## src/rtl/position_subtract_seq_pkg.sv

```systemverilog
// Shared types and field geometry for the chunked fixed-point position subtractor.
// The integer field sits above a 33-bit fraction inside a 65-bit position word.
package position_subtract_seq_pkg;

    localparam int POS_W     = 65;
    localparam int FIELD_LSB = 33;
    localparam int FIELD_W   = 32;

    typedef enum logic [1:0] {
        IDLE = 2'd0,
        SUB  = 2'd1,
        DONE = 2'd2
    } state_t;

endpackage

```

## src/rtl/position_subtract_seq_sub_chunk.sv

```systemverilog
// One W-bit slice of a ripple subtractor: d = a - b - bin, bout set on underflow.
module sub_chunk #(
    parameter int W = 8
) (
    input  logic [W-1:0] a,
    input  logic [W-1:0] b,
    input  logic         bin,
    output logic [W-1:0] d,
    output logic         bout
);

    logic [W:0] full;

    // The extra top bit becomes 1 exactly when the slice result goes negative.
    assign full = {1'b0, a} - {1'b0, b} - {{W{1'b0}}, bin};
    assign d    = full[W-1:0];
    assign bout = full[W];

endmodule

```

## src/rtl/position_subtract_seq.sv

```systemverilog
// Subtracts B from the integer field of position A, CHUNK_W bits per cycle,
// using a single reused sub_chunk; the fraction passes through untouched.
module position_subtract_seq
    import position_subtract_seq_pkg::*;
#(
    parameter int CHUNK_W = 8
) (
    input  logic               clk,
    input  logic               rst,
    input  logic               start,
    input  logic [POS_W-1:0]   A,
    input  logic [FIELD_W-1:0] B,
    output logic               busy,
    output logic               done,
    output logic [POS_W-1:0]   R,
    output logic               borrow
);

    localparam int NCH   = FIELD_W / CHUNK_W;
    localparam int CNT_W = 6;
    localparam logic [CNT_W-1:0] LAST = CNT_W'(NCH - 1);

    state_t               state;
    logic [FIELD_W-1:0]   a_sh;
    logic [FIELD_W-1:0]   b_sh;
    logic [FIELD_W-1:0]   diff;
    logic [FIELD_LSB-1:0] frac;
    logic [CNT_W-1:0]     k;
    logic                 bchain;

    logic [CHUNK_W-1:0]   d_chunk;
    logic                 bout;
    logic [FIELD_W-1:0]   diff_nxt;

    sub_chunk #(.W(CHUNK_W)) u_sub (
        .a    (a_sh[CHUNK_W-1:0]),
        .b    (b_sh[CHUNK_W-1:0]),
        .bin  (bchain),
        .d    (d_chunk),
        .bout (bout)
    );

    // Operands shift down each cycle; the difference fills in from the top so
    // that after NCH cycles chunk 0 has landed in the least significant slot.
    generate
        if (CHUNK_W == FIELD_W) begin : g_one_chunk
            assign diff_nxt = d_chunk;
        end else begin : g_multi_chunk
            assign diff_nxt = {d_chunk, diff[FIELD_W-1:CHUNK_W]};
        end
    endgenerate

    always_ff @(posedge clk) begin
        if (rst) begin
            state  <= IDLE;
            busy   <= 1'b0;
            done   <= 1'b0;
            R      <= '0;
            borrow <= 1'b0;
            a_sh   <= '0;
            b_sh   <= '0;
            frac   <= '0;
            diff   <= '0;
            k      <= '0;
            bchain <= 1'b0;
        end else begin
            done <= 1'b0;
            case (state)
                IDLE: begin
                    if (start) begin
                        a_sh   <= A[POS_W-1:FIELD_LSB];
                        b_sh   <= B;
                        frac   <= A[FIELD_LSB-1:0];
                        diff   <= '0;
                        k      <= '0;
                        bchain <= 1'b0;
                        busy   <= 1'b1;
                        state  <= SUB;
                    end
                end
                SUB: begin
                    a_sh   <= a_sh >> CHUNK_W;
                    b_sh   <= b_sh >> CHUNK_W;
                    diff   <= diff_nxt;
                    bchain <= bout;
                    k      <= k + 1'b1;
                    if (k == LAST) state <= DONE;
                end
                DONE: begin
                    R      <= {diff, frac};
                    borrow <= bchain;
                    done   <= 1'b1;
                    busy   <= 1'b0;
                    state  <= IDLE;
                end
                default: begin
                    state <= IDLE;
                    busy  <= 1'b0;
                end
            endcase
        end
    end

endmodule
```

## config.mk

```make
export PLATFORM = sky130hd
export DESIGN_NAME = position_subtract_seq
export DESIGN_NICKNAME = d
export VERILOG_FILES = /design/src/rtl/position_subtract_seq_pkg.sv /design/src/rtl/position_subtract_seq_sub_chunk.sv /design/src/rtl/position_subtract_seq.sv
export SDC_FILE = /design/constraint.sdc
export NUM_CORES = 1
export LEC_CHECK = 0
export BUFFER_PORTS_ARGS = -buffer_cell sky130_fd_sc_hd__buf_2
export CAP_MARGIN = 20
export CORE_UTILIZATION = 60
export CTS_BUF_LIST = sky130_fd_sc_hd__clkbuf_8
export CTS_CLUSTER_SIZE = 40
export DETAILED_ROUTE_END_ITERATION = 12
export PLACE_DENSITY = 0.87
export REMOVE_ABC_BUFFERS = 1
export SLEW_MARGIN = 5
export SYNTH_ARGS = -nofsm -noshare
export SYNTH_HDL_FRONTEND = slang
export SYNTH_SLANG_ARGS = --single-unit
```

## constraint.sdc

```tcl
create_clock -name clk -period 5.48 [get_ports clk]
set_input_delay 0 -clock clk [delete_from_list [all_inputs] [get_ports clk]]
set_output_delay 0 -clock clk [all_outputs]
set_load 0.02 [all_outputs]
```

**Yosys cells after proc, flatten, opt, wreduce, memory -nomap -nowiden**

Index checks and enable logic that the tools add are counted.
W data, S select, Z words.

- Bits in registers: 206
- Input port bits: 100
- Output and inout bits: 68
- Logic and storage cells: 42

- $add $sub $neg: 3
- Equality and inequality tests: 5
- Multiplexer cells: 16
- Bitwise operators: 1
- Reduce and logical (&&, ||, !) cells: 6

Operator list:

| operator | number |
|---|---|
| $pmux W32 S2 | 3 |
| $mux W32 | 3 |
| $pmux W6 S2 | 1 |
| $sub A8 B8 Y9 | 1 |
| $sub A9 B1 Y9 | 1 |
| $reduce_and A2 Y1 | 4 |
| $add A6 B1 Y6 const B | 1 |
| $eq A6 B2 Y1 const B | 1 |
| $mux W6 | 1 |
| $mux W2 | 2 |
| $ne A2 B2 Y1 const B | 2 |
| $pmux W1 S2 | 2 |
| $pmux W2 S2 | 1 |
| $mux W1 | 3 |
| $eq A2 B1 Y1 const B | 1 |
| $eq A2 B2 Y1 const B | 1 |
| $logic_not A2 Y1 | 1 |
| $reduce_bool A2 Y1 | 1 |
| $not A1 Y1 | 1 |

**Depth between registers and ports, before layout**

Gate-level depths: netlist of the first run.

- Depth in word-level cells: 3
- Mapped depth: 9

**Hierarchy**

Synthesis of the first run repeated with hierarchy kept, for this count alone.

- Cells, all modules: 923
- Area total of the unflattened synthesis: 7992.7 um2

By module, submodules not included:

| module | instances | cells an instance | area each (um2) | seq. area each (um2) |
|---|---|---|---|---|
| position_subtract_seq | 1 | 850 | 7453.4 | 4124.0 |
| sub_chunk | 1 | 73 | 539.3 | 0.0 |

**Worst setup path before layout of the first run**

Ideal clock, no wire load.

- Path type: register -> register
- From: reg b_sh[0]
- To: reg bchain
- Setup time: 0.117 ns
- Data arrival time: 2.065 ns
- Setup slack: 3.298 ns
- Stages on the path, launching flop included: 9
- Clock period less this slack: 2.182 ns
- Cell sequence: dfxtp_1 -> inv_1 -> fa_1 -> fa_1 -> nand2b_1 -> a31o_2 -> a211oi_1 -> xor2_1 -> a22o_1

- Word-level cells in the longest chain between the ends: 3

RTL lines:

| what | RTL line | RTL |
|---|---|---|
| start: declaration | position_subtract_seq.sv:25 | `logic [FIELD_W-1:0] b_sh;` |
| start signal: assignment | position_subtract_seq.sv:83 | `b_sh <= b_sh >> CHUNK_W;` |
| $sub A8 B8 Y9 | position_subtract_seq_sub_chunk.sv:15 | `assign full = {1'b0, a} - {1'b0, b} - {{W{1'b0}}, bin};` |
| $sub A9 B1 Y9 | position_subtract_seq_sub_chunk.sv:15 |  |
| $pmux W1 S2 | position_subtract_seq.sv:68 | `case (state)` |
| end signal: assignment | position_subtract_seq.sv:85 | `bchain <= bout;` |
| end: declaration | position_subtract_seq.sv:29 | `logic bchain;` |

No other way between the ends.
A chain may end at the register's enable or synchronous reset.

**Final worst setup path of the first run**

- From: reg state[0]
- To: reg a_sh[29]

- Word-level cells in the longest chain between the ends: 3

RTL lines:

| what | RTL line | RTL |
|---|---|---|
| start: declaration | position_subtract_seq.sv:23 | `state_t state;` |
| start signal: assignment | position_subtract_seq.sv:55 | `state <= IDLE;` |
| start signal: assignment | position_subtract_seq.sv:78 | `state <= SUB;` |
| start signal: assignment | position_subtract_seq.sv:87 | `if (k == LAST) state <= DONE;` |
| $eq A2 B1 Y1 or $logic_not A2 Y1 (tied branches) | position_subtract_seq.sv:68 |  |
| $reduce_bool A2 Y1 (no source line) or $ne A2 B2 Y1 (tied branches) | - |  |
| $reduce_and A2 Y1 (no source line) | - |  |
| end signal: assignment | position_subtract_seq.sv:71 | `a_sh <= A[POS_W-1:FIELD_LSB];` |
| end signal: assignment | position_subtract_seq.sv:82 | `a_sh <= a_sh >> CHUNK_W;` |
| end: declaration | position_subtract_seq.sv:24 | `logic [FIELD_W-1:0] a_sh;` |

Parallel ways exist; a longest one is shown, timed or not.

==> results of run 1 <==
[flip-flops by register name, indices dropped and copies added (netlist names)]
register  flops
R            65
a_sh         32
b_sh         32
bchain        1
borrow        1
busy          1
diff         32
done          1
frac         33
k             6
state         2
[where the power goes]
part	switching, mW	internal [mW]	total (mW)
sequential	0.0560	1.58	1.64
clock	0.550	0.632	1.18
combinational	0.280	0.227	0.507
[through the flow]
step | area (um^2) | hold slack [ns] | setup WS (ns)
final | 10200 | 0.0378 | 2.98
after global routing | 10200 | 0.0431 | 2.89
after CTS | 10100 | 0.0122 | 3.04
after detailed placement | 8520 | 0.219 | 3.07
after global placement | 8500 | 0.215 | 2.85
after floorplan | 7380 | 0.0691 | 2.19
[repair_timing]
| action | CTS | global route |
|---|---|---|
| endpoints found under the setup margin | 0 | 0 |
| hold buffers | 98 | 0 |
| hold endpoints to repair | 98 | 0 |
[how the worst max path moves through the flow]
stage                     slack, ns     start  cells past startpoint        to
after detailed placement       3.07  state[0]                      4  diff[30]
after global routing           2.89  state[0]                      5  a_sh[29]
after CTS                      3.04  state[0]                      4  diff[30]
final                          2.98  state[0]                      5  a_sh[29]
after floorplan                2.19  state[0]                      4    bchain
after global placement         2.85  state[1]                      3   diff[7]
[cell usage in the layout, fill, tap and decap left out, drive strengths merged, types with 6 or more instances in the layout]
master | netlist | final
nor4 | 49 | 49
dfxtp | 206 | 206
dlygate4sd3 | 0 | 98
nand2 | 205 | 205
buf | 35 | 177
a22o | 46 | 46
clkbuf | 31 | 39
ha | 15 | 15
nand3 | 6 | 6
nor2 | 154 | 154
a21oi | 111 | 111
inv | 23 | 39
[kinds of logic (layout without fill, tap and decap cells)]
family	Yosys count	after routing	synth area share
flip-flops	206	206	0.538
AND/OR/NAND/NOR	433	433	0.237
AO/OA/AOI/OAI	172	172	0.140
adder cells (fa/ha/maj)	17	17	0.0297
buffers and inverters	89	353	0.0488
XOR/XNOR	6	6	0.00686
[synth_stat cells (all sizes together), types with 3 or more instances]
cell | count | share of area
dfxtp | 206 | 0.54
nand2 | 205 | 0.10
nor2 | 154 | 0.076
a21oi | 111 | 0.072
nor4 | 49 | 0.040
a22o | 46 | 0.053
buf | 35 | 0.022
clkbuf | 31 | 0.015
inv | 23 | 0.011
ha | 15 | 0.024
nand3 | 6 | 0.0039
nor3 | 5 | 0.0033
o211ai | 4 | 0.0039
xnor2 | 4 | 0.0046
nand2b | 3 | 0.0024
nor2b | 3 | 0.0024
[routing by layer]
layer  up-vias  part of all wire
met3       131             0.073
met4         0             0.056
li1       3574                 -
met2       462              0.50
met5         -                 0
met1      3518              0.37
[final cells by class]
class | count | area, um^2 | share of cell area
clock buffer | 39 | 537 | 0.0529
inverter | 23 | 86.3 | 0.00850
multi-input combinational | 628 | 3200 | 0.315
timing repair buffer | 275 | 1940 | 0.191
clock inverter | 16 | 60.1 | 0.00591
tap | 168 | 210 | 0.0207
sequential | 206 | 4120 | 0.406
==> results.yml, run 1 <==
status:
  status: "complete, no violations"
placed_design:
  gp_congestion: 0.791
  numPlacedInstances: 1199
  hpwl_um: 10700
  portBuffers: 167
cts:
  htree_levels: 1
  insertion_delay_ns: 0.53
  path_clk_slew_ns: 0.06
  cts_resized: 0
  cts_setup_buffers: 0
  cts_tree: "built"
  clockBufferDepth: 3
  cts_buffers: 31
  clock-sinks: 206
  root_buffer: "clkbuf_8"
power:
  ir_worst_vdd_v: 0.000217
  leakage_nw: 4.47
  power_density_mw_per_mm2: 328
  total_power_mw: 3.33
drt:
  drc: 0
  drt-wirelength-per-cell_um: 16.6
  dr.pass1.iters: 6
  routed_wl_um: 22500
  num_vias: 7685
  ant_nets: 0
  drt_iter0_drc: 707
  vias_per_cell: 5.67
die:
  fp.dieH_um: 115
  row_count: 40
  die_area_mm2: 0.0132
  start_util: 0.628
  ioPinCount: 168
  core_mm2: 0.0122
  chipWidth_um: 115
global_routing:
  met2_usage: 0.592
  grt_max_degree: 94
  grt_overflow: 0
  grt_use_total: 0.339
  grt_use_met3: 0.0606
  grt_pass1_wl_um: 35700
  grt_pass1_vias: 7326
  top_usage_layer: "met2"
  use_met1: 0.392
  antenna_found_initial: 0
critical_path:
  max_stage_delay_ns: 0.77
  r2r-start: "state[0]"
  r2r_end: "a_sh[29]"
  worstPathArrival_ns: 2.96
  critPathMaxFanout: 55
  reg2reg_depth: 5
  cp_top_family: "simple AND/OR/NAND/NOR gates"
  cp-start-kind: "flop"
  critPathCaptureType: "flop"
  r2r_slack_ns: 2.98
  cpMaxStageDelayCell: "nor2_2"
  critPathKind: "flop to flop"
  critical_path_required_ns: 5.94
  crit_buf_inv: 2
  path_cells: "inv_1 > nand3b_1 > buf_4 > nor2_2 > a22o_1"
synth:
  synth_area_per_cell_um2: 8.30
  synth-edff-count: 0
  netlist_instances: 923
  synthFlopType: "dfxtp_1"
  syn-cell-area_mm2: 0.00766
  synth-async-reset-ratio: 0
  yosysWarnings: 0
  synth_seq_cells: 206
  synth_seq_area_share: 0.538
  synth.distinct_cells: 36
layout:
  final.fill_count: 703
  area_growth_pct: 32.5
  drive_gt1_frac: 0.191
  nets: 1282
  diodes: 0
  finalNonFillerCells: 1355
  final_util: 0.832
timing:
  clock-skew-final_ns: 0.00906
  max_freq_ghz: 0.400
  rsz0062_at_grt: "false"
  fin_crit_sh: 0.456
  report.final.slew_viol_count: 0
  fin_setup_tns_ns: 0
  setup_viol: 0
  slew_headroom: 0.362
  hold_violations: 0
  period_minus_slack_ns: 2.50
  tightest_slew_ns: 0.957
min_path:
  hold_path_startpoint: "rst"
  hold_depth: 2
  hold_path_class: "input pin to flop"
  whs_endpoint: "k[3]"
job:
  cap_violations: 0
No activity file was read; power rests on OpenSTA's default activity.
==> run 2: changes to the inputs <==
--- a/config.mk
+++ b/config.mk
@@ -7,11 +7,11 @@
 export LEC_CHECK = 0
 export BUFFER_PORTS_ARGS = -buffer_cell sky130_fd_sc_hd__buf_2
 export CAP_MARGIN = 20
-export CORE_UTILIZATION = 60
+export CORE_UTILIZATION = 51
 export CTS_BUF_LIST = sky130_fd_sc_hd__clkbuf_8
 export CTS_CLUSTER_SIZE = 40
 export DETAILED_ROUTE_END_ITERATION = 12
-export PLACE_DENSITY = 0.87
+export PLACE_DENSITY = 0.79
 export REMOVE_ABC_BUFFERS = 1
 export SLEW_MARGIN = 5
 export SYNTH_ARGS = -nofsm -noshare
==> constraint.sdc (replaced) <==
create_clock -name clk -period 2.1 [get_ports clk]
set_input_delay 0 -clock clk [delete_from_list [all_inputs] [get_ports clk]]
set_output_delay 0 -clock clk [all_outputs]
set_load 0.02 [all_outputs]
==> run 2 against run 1 <==
Net effect:
- the run now ends with setup timing left
- sequential cell count unchanged
- sequential share of layout area decreased by 1.3 points
- global-route usage decreased by 6.8 points
- fmax increased by 18%
- clock power increased to 3.2 times the previous value
- non-clock buffer count increased by 11
- via count decreased by 4.4%
==> results.yml, run 2 (synthesis results as in run 1) <==
cts:
  clock-sinks: 206
  cts_tree: "built"
  insertion_delay_ns: 0.52
  clockBufferDepth: 3
  cts_buffers: 35
  htree_levels: 2
  root_buffer: "clkbuf_8"
  path_clk_slew_ns: 0.06
timing:
  period_minus_slack_ns: 2.12
  fin_setup_tns_ns: -0.0243
  report.final.slew_viol_count: 0
  tightest_slew_ns: 0.948
  max_freq_ghz: 0.471
  slew_headroom: 0.367
  clock-skew-final_ns: 0.0149
  fin_crit_sh: 1.01
  rsz0062_at_grt: "true"
  setup_viol: 1
  hold_violations: 0
  worst_slack_ns: -0.0243
die:
  start_util: 0.525
  die_area_mm2: 0.0155
  core_mm2: 0.0146
  chipWidth_um: 125
  ioPinCount: 168
  fp.dieH_um: 125
  row_count: 44
critical_path:
  timing.critical_path.mode_cell: "fa_2"
  crit_start: "bchain"
  endpoint: "bchain"
  r2r_end: "bchain"
  cp-start-kind: "flop"
  r2r_slack_ns: -0.02
  path_cells: "inv_2 > fa_2 > fa_2 > nand2b_4 > a31o_4 > a211oi_2 > xor2_1 > a22o_1"
  r2r-start: "bchain"
  critPathKind: "flop to flop"
  critPathMaxFanout: 2
  reg2reg_depth: 8
  critPathCaptureType: "flop"
  cpMaxStageDelayCell: "fa_2"
  critical_path_required_ns: 2.51
  worstPathArrival_ns: 2.53
  max_stage_delay_ns: 0.38
drt:
  num_vias: 7345
  drt-wirelength-per-cell_um: 15.2
  dr.pass1.iters: 6
  drc: 0
  drt_iter0_drc: 497
  vias_per_cell: 5.28
  ant_nets: 0
  routed_wl_um: 21100
global_routing:
  grt_use_total: 0.271
  antenna_found_initial: 0
  grt_overflow: 0
  use_met1: 0.324
  met2_usage: 0.450
  top_usage_layer: "met2"
  grt_max_degree: 117
  grt_pass1_vias: 7289
  grt_pass1_wl_um: 34600
  grt_use_met3: 0.0546
layout:
  final_area_mm2: 0.0105
  nets: 1297
  top_regs: "R (65), frac (33)"
  top_register: "R"
  diodes: 0
  area_growth_pct: 37.1
  finalNonFillerCells: 1390
  layout_common_cells: "nand2_1 (204), dfxtp_1 (203), buf_2 (166)"
  drive_gt1_frac: 0.218
  mostFrequentLayoutCell: "nand2_1"
  largest_reg_flops: 65
power:
  p_sw_frac: 0.262
  combPwrFrac: 0.147
  p_seq_frac: 0.449
  ir_worst_vdd_v: 0.000530
  total_power_mw: 9.49
  leakage_nw: 4.62
  power_density_mw_per_mm2: 903
  internal-power_mw: 7.00
  p_switching_mw: 2.49
  clkPwrFrac: 0.404
placed_design:
  portBuffers: 167
  hpwl_um: 10800
  gp_congestion: 0.817
  place_area_mm2: 0.00872
  numPlacedInstances: 1228
min_path:
  hold_path_class: "input pin to flop"
status:
  violations: "setup timing"
  status: "complete, but fails checks"
job:
  cap_violations: 0
## run 2: changes by cell type in the layout (fill, tap and decap cells not counted), sizes merged
cell / delta
clkinvlp: +1
buf: +11
clkbuf: +7
clkinv: +3
bufinv: +2
inv: -5
## run 2: how the worst min path moves through the flow
stage                from  endpoint  cells past startpoint
floorplan             rst      R[0]                      1
global placement    B[31]  b_sh[31]                      2
detailed placement  A[64]  a_sh[31]                      2
CTS                   rst  state[0]                      3
global route          rst      done                      3
finish                rst  state[0]                      3
## run 2: what timing repair did
| action | CTS | global route |
|---|---|---|
| hold buffers | 98 | 0 |
| pin swaps | 0 | 10 |
| endpoints found under the hold margin | 98 | 0 |
| setup buffers | 0 | 1 |
| gates resized for setup | 3 | 10 |
| endpoints found under the setup margin | 2 | 4 |
## run 2: worst max-delay path, delay by kind of cell (launching register included)
kind,cells,cell delay (ns)
AO/OA/AOI/OAI,3,0.64
buffers and inverters,1,0.04
flip-flops,1,0.33
adder cells (fa/ha/maj),2,0.75
AND/OR/NAND/NOR,1,0.16
XOR/XNOR,1,0.09
## run 2: final cells by class
type | instances | area [um^2]
Timing Repair Buffer | 286 | 2060
Clock buffer | 46 | 633
Clock inverter | 17 | 129
Sequential cell | 206 | 4130
Multi-Input combinational cell | 628 | 3240
Tap cell | 184 | 230
Inverter | 23 | 86.3
Fill cell | 1031 | 4080
## run 2: power by group through the flow
stage | Sequential, mW | Combinational (mW) | Clock (mW)
CTS | 4.25 | 1.31 | 3.88
finish | 4.26 | 1.39 | 3.83
floorplan | 4.31 | 0.752 | 0
detailed placement | 4.34 | 1.14 | 0
global route | 4.29 | 1.54 | 4.06
global placement | 4.33 | 1.12 | 0
## run 2: routing by layer
layer  routed length, um  vias to the layer above
met2               10300                      259
li1                    -                     3607
met4                 997                        0
met5                   0                        -
met3                1130                       95
met1                8730                     3384
## run 2: metrics by stage
step            util  setup WS [ns]  hold WS (ns)
3_5_place_dp   0.597         -0.161         0.220
2_1_floorplan      -          -1.19        0.0691
6_report       0.720        -0.0243        0.0675
5_1_grt        0.720         -0.127        0.0771
3_3_place_gp   0.597         -0.144         0.215
4_1_cts        0.718        0.00313        0.0365
==> run 3: changes to the inputs <==
--- a/config.mk
+++ b/config.mk
@@ -7,11 +7,10 @@
 export LEC_CHECK = 0
 export BUFFER_PORTS_ARGS = -buffer_cell sky130_fd_sc_hd__buf_2
 export CAP_MARGIN = 20
-export CORE_UTILIZATION = 51
+export CORE_UTILIZATION = 35
 export CTS_BUF_LIST = sky130_fd_sc_hd__clkbuf_8
 export CTS_CLUSTER_SIZE = 40
 export DETAILED_ROUTE_END_ITERATION = 12
-export PLACE_DENSITY = 0.79
 export REMOVE_ABC_BUFFERS = 1
 export SLEW_MARGIN = 5
 export SYNTH_ARGS = -nofsm -noshare
==> run 3 against run 2 <==
Net effect:
- the run now ends clean
- sequential share of layout area shrank 1.7 points
- core utilization shrank 20 points
- cell area grew 4.6%
- routed wire length shrank 1.8%
- fmax grew 4.2%
- global-route usage shrank 8.4 points
- clock skew is essentially flat
- worst hold slack gained 0.17 ns
- sequential cell count is the same
- die area grew 45%
- critical path depth grew 1
- first-iteration DRC count shrank 30%
- largest cell class unchanged
==> results.yml, run 3 (synthesis results as in run 1) <==
status:
  status: "complete, no violations"
critical_path:
  max_stage_delay_ns: 0.54
  critPathMaxFanout: 2
  cp_top_family: "compound AO/OA/AOI/OAI gates"
  cpMaxStageDelayCell: "fa_2"
  critPathCaptureType: "flop"
  critical_path_required_ns: 2.52
  cp-start-kind: "flop"
  critPathKind: "flop to flop"
  worstPathArrival_ns: 2.45
  path_cells: "inv_2 > fa_2 > inv_2 > ha_4 > o211ai_1 > o211ai_1 > a31oi_1 > xnor2_1 > a22o_1"
  crit_buf_inv: 2
layout:
  area_growth_pct: 43.5
  diodes: 0
  finalNonFillerCells: 1526
  nets: 1341
  largest_reg_flops: 65
  top_register: "R"
  top_regs: "R (65), frac (33)"
  layout_common_cells: "nand2_1 (204), dfxtp_1 (203), buf_2 (166)"
  drive_gt1_frac: 0.212
  mostFrequentLayoutCell: "nand2_1"
timing:
  whs_ns: 0.233
  tightest_slew_ns: 0.827
  slew_headroom: 0.448
  setup_viol: 0
  rsz0062_at_grt: "true"
  period_minus_slack_ns: 2.04
  fin_setup_tns_ns: 0
  max_freq_ghz: 0.491
  hold_violations: 0
  clock-skew-final_ns: 0.0149
  fin_crit_sh: 0.971
  report.final.slew_viol_count: 0
power:
  clkPwrFrac: 0.393
  ir_worst_vdd_v: 0.000555
  p_switching_mw: 2.50
  combPwrFrac: 0.158
  leakage_nw: 4.85
  p_seq_frac: 0.449
  p_sw_frac: 0.264
  internal-power_mw: 6.97
  power_density_mw_per_mm2: 861
cts:
  cts_buffers: 37
  clockBufferDepth: 3
  path_clk_slew_ns: 0.06
  cts_tree: "built"
  clock-sinks: 206
  htree_levels: 2
  insertion_delay_ns: 0.53
  root_buffer: "clkbuf_8"
drt:
  drc: 0
  drt_iter0_drc: 349
  drt-wirelength-per-cell_um: 13.6
  dr.pass1.iters: 4
  ant_nets: 0
  vias_per_cell: 4.74
  routed_wl_um: 20800
  num_vias: 7226
die:
  chipWidth_um: 150
  ioPinCount: 168
  core_mm2: 0.0212
  row_count: 53
  fp.dieH_um: 150
  start_util: 0.361
  die_area_mm2: 0.0225
global_routing:
  grt_overflow: 0
  antenna_found_initial: 0
  grt_pass1_wl_um: 34100
  grt_pass1_vias: 7019
  grt_max_degree: 68
  grt_use_total: 0.187
placed_design:
  hpwl_um: 12100
  gp_congestion: 0.769
  numPlacedInstances: 1323
  portBuffers: 167
job:
  cap_violations: 0
min_path:
  hold_path_class: "input pin to flop"
-- run 3: changes by cell type in the layout (fill, tap and decap cells not counted) --
cell | previous run | this run
buf_6 | 0 | 4
dlygate4sd3_1 | 98 | 135
clkbuf_8 | 46 | 42
inv_1 | 30 | 36
inv_6 | 1 | 2
buf_4 | 15 | 18
buf_12 | 7 | 5
-- run 3: cell type report --
| type | count | area, um^2 |
|---|---|---|
| fill | 2073 | 10200 |
| sequential | 206 | 4130 |
| multi-input combinational | 628 | 3240 |
| timing repair buffer | 328 | 2460 |
| clock buffer | 42 | 578 |
| tap | 275 | 344 |
| clock inverter | 24 | 160 |
| inverter | 23 | 86.3 |
-- run 3: path summary, 6_finish.rpt --
path              end  cells after the start  slack, ns    start
max          diff[31]                      9       0.06  b_sh[0]
min          a_sh[30]                      3       0.23    A[63]
max reg2reg  diff[31]                      9       0.06  b_sh[0]
min reg2reg      R[0]                      2       0.44  frac[0]
-- run 3: stage by stage --
step / instance area, um^2 / power (mW) / worst slack, ns / util
finish: 11000 / 9.47 / 0.0617 / 0.518
global route: 11000 / 10.0 / -0.0367 / 0.518
CTS: 11000 / 9.55 / 0.00642 / 0.516
detailed placement: 8840 / 5.50 / -0.209 / 0.417
global placement: 8840 / 5.48 / -0.154 / 0.417
floorplan: 7380 / 5.06 / -1.19 / -
-- run 3: repair_timing --
| item | in CTS | in global routing |
|---|---|---|
| hold buffers | 135 | 0 |
| setup endpoints to repair | 2 | 8 |
| pin swaps | 5 | 8 |
| endpoints found under the hold margin | 100 | 0 |
| buffers inserted | 0 | 2 |
| gates resized for setup | 8 | 8 |
-- run 3: worst min-delay path: stages --
cell and delay [ns]:
dlygate4sd3_1 0.52, buf_2 0.09, a22o_1 0.11
-- run 3: per-layer routing --
layer / wire [um] / global-route usage
met1: 9170 / 0.233
met2: 10100 / 0.315
met3: 966 / 0.0366
met4: 523 / 0.0753
met5: 0 / 0
-- run 3: power groups by stage --
stage	logic, mW	clock network (mW)	registers (mW)
2_1_floorplan	0.752	0	4.31
3_3_place_gp	1.15	0	4.33
3_5_place_dp	1.16	0	4.34
4_1_cts	1.46	3.84	4.26
5_1_grt	1.67	4.05	4.28
6_report	1.49	3.72	4.26
